$ cat config.mk
export PLATFORM = sky130hd
export DESIGN_NAME = serial_adder
export DESIGN_NICKNAME = d
export VERILOG_FILES = /design/src/rtl/serial_adder.sv
export SDC_FILE = /design/constraint.sdc
export NUM_CORES = 1
export LEC_CHECK = 0
export ABC_AREA = 1
export CAP_MARGIN = 20
export CORE_MARGIN = 3
export CORE_UTILIZATION = 56
export DETAILED_ROUTE_END_ITERATION = 12
export PLACE_DENSITY = 0.94
export SETUP_SLACK_MARGIN = 0.1
export SLEW_MARGIN = 25
export SYNTH_ARGS = -nofsm -noshare
export SYNTH_HDL_FRONTEND = slang
export SYNTH_SLANG_ARGS = --single-unit
$ cat constraint.sdc
create_clock -name clk -period 4.9 [get_ports clk]
set_clock_uncertainty 0.15 [all_clocks]
set_input_delay 0.98 -clock clk [delete_from_list [all_inputs] [get_ports clk]]
set_output_delay 0.98 -clock clk [all_outputs]
set_load 0.05 [all_outputs]
$ cat src/rtl/serial_adder.sv
// Bit-serial adder/subtractor: one full-adder slice plus a registered carry,
// processing one operand bit per clock, LSB first. The result and flags are
// registered and only change at the completion edge or at reset.
//
// Handshake: Start is sampled on a rising edge while in IDLE or DONE; that
// edge latches A, B, Cin and Sub. Busy is high for exactly WIDTH cycles while
// bits are processed, and Done is a one-cycle pulse marking a fresh result.
// Start seen during ADD is ignored. Holding Start high through DONE starts
// the next operation on the following edge with no idle cycle.
module serial_adder #(
    parameter int WIDTH = 32
) (
    input  logic             clk,
    input  logic             rst_n,
    input  logic             Start,
    input  logic [WIDTH-1:0] A,
    input  logic [WIDTH-1:0] B,
    input  logic             Cin,
    input  logic             Sub,
    output logic [WIDTH-1:0] Sum,
    output logic             Cout,
    output logic             Overflow,
    output logic             Zero,
    output logic             Busy,
    output logic             Done,
    output logic [1:0]       dbg_state
);

    localparam int CNT_W = (WIDTH > 2) ? $clog2(WIDTH) : 1;
    localparam logic [CNT_W-1:0] LAST = CNT_W'(WIDTH - 1);

    typedef enum logic [1:0] {
        IDLE = 2'd0,
        ADD  = 2'd1,
        DONE = 2'd2
    } state_t;

    state_t           state;
    logic [WIDTH-1:0] opa;
    logic [WIDTH-1:0] opb;
    logic [WIDTH-1:0] res;
    logic             carry;
    logic [CNT_W-1:0] cnt;

    logic             fa_sum;
    logic             fa_cout;
    logic [WIDTH-1:0] shift_next;

    // Full-adder slice on the current LSBs and the carry flop.
    always_comb begin
        fa_sum     = opa[0] ^ opb[0] ^ carry;
        fa_cout    = (opa[0] & opb[0]) | (carry & (opa[0] ^ opb[0]));
        shift_next = {fa_sum, res[WIDTH-1:1]};
    end

    assign dbg_state = state;

    // Control FSM, operand/result shift registers and registered outputs.
    always_ff @(posedge clk or negedge rst_n) begin
        if (!rst_n) begin
            state    <= IDLE;
            opa      <= '0;
            opb      <= '0;
            res      <= '0;
            carry    <= 1'b0;
            cnt      <= '0;
            Sum      <= '0;
            Cout     <= 1'b0;
            Overflow <= 1'b0;
            Zero     <= 1'b0;
            Busy     <= 1'b0;
            Done     <= 1'b0;
        end else begin
            case (state)
                IDLE, DONE: begin
                    if (Start) begin
                        // Subtraction is A + ~B + 1; Cin is ignored.
                        opa   <= A;
                        opb   <= Sub ? ~B : B;
                        carry <= Sub ? 1'b1 : Cin;
                        cnt   <= '0;
                        state <= ADD;
                        Busy  <= 1'b1;
                        Done  <= 1'b0;
                    end else begin
                        state <= IDLE;
                        Busy  <= 1'b0;
                        Done  <= 1'b0;
                    end
                end
                ADD: begin
                    res   <= shift_next;
                    opa   <= opa >> 1;
                    opb   <= opb >> 1;
                    carry <= fa_cout;
                    cnt   <= cnt + 1'b1;
                    if (cnt == LAST) begin
                        // carry currently holds the carry into the MSB slice.
                        Sum      <= shift_next;
                        Cout     <= fa_cout;
                        Overflow <= carry ^ fa_cout;
                        Zero     <= (shift_next == '0);
                        state    <= DONE;
                        Busy     <= 1'b0;
                        Done     <= 1'b1;
                    end
                end
                default: begin
                    state <= IDLE;
                    Busy  <= 1'b0;
                    Done  <= 1'b0;
                end
            endcase
        end
    end

endmodule

==> metrics.txt <==
CTS Sinks=approximately 140; f_max=0.3380 GHz; CP arrival=approximately 1.8 ns; via count=around 5000; end point of the critical path=dbg_state[0]; mapped cell area=5959 um2; die area=about 12000 um2; Worst Setup End Kind=output pin; largest net degree at the start of global routing=between 100 and 150; H-tree level count=4; detailed-route vias per instance=roughly 5.5; iteration-0 DRC count of the detailed router=464; gr ovfl total=0; Post-DP HPWL=roughly 8.7 mm; TritonCTS clock tree=yes; CP Launch Type=flip-flop; Worst EP required=~3.8 ns; setup_tns=0 ns; layout cells sized above 1=under 10%; Placed Instances=869; Seq cells post-synth=approximately 140; yosys warns=0; post-CTS sizing=0; CP Cell Sequence=clkdlybuf4s50_1; crit-path max FO=4; synthesized area per cell=~9 um2; GRT Total Usage=25.35%; nets@finish=between 800 and 900; Chip Width=109.2 um; top cell family by delay on the critical path=buffers and inverters; DRT antenna net count=0; vias in the first global route=between 4000 and 5000; Yosys cell types=26; Critical path buffers and inverters=1; first-pass GRT wire length=23.25 mm; core area=between 10000 and 15000 um2; Reg-to-Reg Start=cnt[0]$_DFFE_PN0P_; FF-to-FF setup slack=between 2 and 2.5 ns; kind of critical path=flip-flop to output pin; hold_buf cts=0; Starting Density=between 50% and 60%; Slew Viols, Final=0; Seq/Total Area, Yosys=between 50% and 60%; drc violations=0; hold path start=Sum[11]$_DFFE_PN0P_; initial antenna violation count=0; Leak=about 3.5 nW; WP depth=1; # Post-CTS Setup Buffers=0; Total Power=between 4 and 5 mW; slowest stage cell, crit path=clkdlybuf4s50_1; CP Launch Point=dbg_state[0]$_DFFE_PN0P_; diode count=0; Max-Slew Margin vs Limit=between 30% and 40%; Hold WC Path Type=flip-flop to flip-flop; Num CTS Buffers=17; Wirelength per Cell=~16 um; syn_nets=around 730; Die Y=approximately 110 um; CTS Buffer Depth=2; PD cells=about 630 nW/um2; port bufs=approximately 110; # IOs=108; max-cap violations=0; drt total wl=approximately 14 mm; router iterations before antenna repair=5; Final Hold Viols=0; post-synthesis cell count=660; minimum clock period=a little under 3 ns; part of the cycle the worst path needs=slightly above 60%; Worst-path clk slew=~0.06 ns; Clock Root Buffer=clkbuf_8; gp weighted congestion=about 0.81; R2R cell count=9; Area Growth Syn to Fin=28.01%; std cell rows=37; RSZ-0062 raised after global routing=false; status=completed; Largest stage delay, worst path=0.88 ns; worst-margin pin slew=around 1 ns; final-report setup violation count=0; final non-filler cell total=901; clk_lat worst skew=around 0.52 ns; worst r2r dst=Sum[1]$_DFFE_PN0P_; maximum VDD drop=roughly 0.3 mV
[cell families (layout without fill, tap and decap cells)]
| family | count (synthesis) | in the layout | share of synthesized area [%] |
|---|---|---|---|
| simple gates | 316 | 316 | 21.14 |
| buf+inv | 72 | 177 | 5.711 |
| compound gates | 105 | 105 | 10.35 |
| flops | 139 | 139 | 58.37 |
| xor+xnor | 25 | 25 | 3.674 |
| fa+ha+maj | 3 | 3 | 0.7558 |
[how the worst min path moves through the flow]
stage / to / slack [ns] / cells past startpoint
finish: Sum[11]$_DFFE_PN0P_ / 0.33 / 2
floorplan: cnt[3]$_DFFE_PN0P_ / 0.29 / 1
detailed placement: Sum[11]$_DFFE_PN0P_ / 0.32 / 2
global placement: cnt[3]$_DFFE_PN0P_ / 0.31 / 1
CTS: Sum[11]$_DFFE_PN0P_ / 0.33 / 2
global route: opa[25]$_DFFE_PN0P_ / 0.35 / 2
[sequential cells by signal (all words and copies together), names as in the netlist]
name       count
opa           32
carry          1
Busy           1
dbg_state      1
cnt            5
Zero           1
Overflow       1
Sum           32
Done           1
opb           32
res           31
Cout           1
[through the flow]
| stage | area [um2] | hold slack, ns | utilization (%) | setup slack [ns] |
|---|---|---|---|---|
| 6_report | 7629 | 0.3294 | 73.89 | 1.942 |
| 5_1_grt | 7629 | 0.3512 | 73.89 | 1.907 |
| 4_1_cts | 7629 | 0.3311 | 73.89 | 1.932 |
| 3_5_place_dp | 7022 | 0.3184 | 68.02 | 1.994 |
| 3_3_place_gp | 7022 | 0.3079 | 68.02 | 2.095 |
| 2_1_floorplan | 5959 | 0.2902 | - | 2.866 |
[synth_stat cells]
library cell	instances	share of area, %
inv_4	1	0.11
nor2_1	20	1.3
dfrtp_1	139	58
o21ai_1	1	0.084
nand2_2	1	0.11
fa_1	1	0.34
clkbuf_2	1	0.084
xnor2_1	24	3.5
clkbuf_1	9	0.57
inv_2	3	0.19
nand2_4	2	0.38
o21ai_0	62	5.2
ha_1	2	0.42
nand2_1	248	16
nand3_1	45	3.8
o21a_1	1	0.13
buf_2	17	1.4
o221ai_1	8	1.2
a22o_1	3	0.44
o211ai_1	18	2.3
inv_1	30	1.9
buf_6	1	0.19
xor2_1	1	0.15
o21bai_1	1	0.13
a21oi_1	11	0.92
buf_4	10	1.3
[cell type report]
type / instances / area (um2)
sequential: 139 / 3478
fill: 715 / 2695
multi-input combinational: 449 / 2146
timing repair buffer: 111 / 1097
clock buffer: 20 / 445.4
tap: 136 / 170.2
clock inverter: 12 / 161.4
inverter: 34 / 130.1
[metal layers]
metal  track usage, %  vias up  routed length (um)
met1            31.28     2418                5596
met2            42.59      228                7451
li1                 -     2309                   -
met5                0        -                   0
met3            5.921       35                 903
met4            11.18        0                 370
[cells in the final DEF, fill, tap and decap left out, drive strengths merged, types with 6 or more instances in the layout]
| cell type | synthesis | final |
|---|---|---|
| nand2 | 251 | 251 |
| dfrtp | 139 | 139 |
| clkdlybuf4s50 | 0 | 105 |
| o21ai | 63 | 63 |
| nand3 | 45 | 45 |
| inv | 34 | 37 |
| xnor2 | 24 | 24 |
| nor2 | 20 | 20 |
| clkbuf | 10 | 20 |
| o211ai | 18 | 18 |
| a21oi | 11 | 11 |
| o221ai | 8 | 8 |
| buf | 28 | 6 |
[report_power, final]
part           leakage, nW  switching [mW]  internal (mW)
logic                 1.54            1.04          0.563
registers             1.66           0.296           1.61
clock network        0.289           0.494          0.808
total                 3.49            1.83           2.99
No activity file was read; power rests on OpenSTA's default activity.
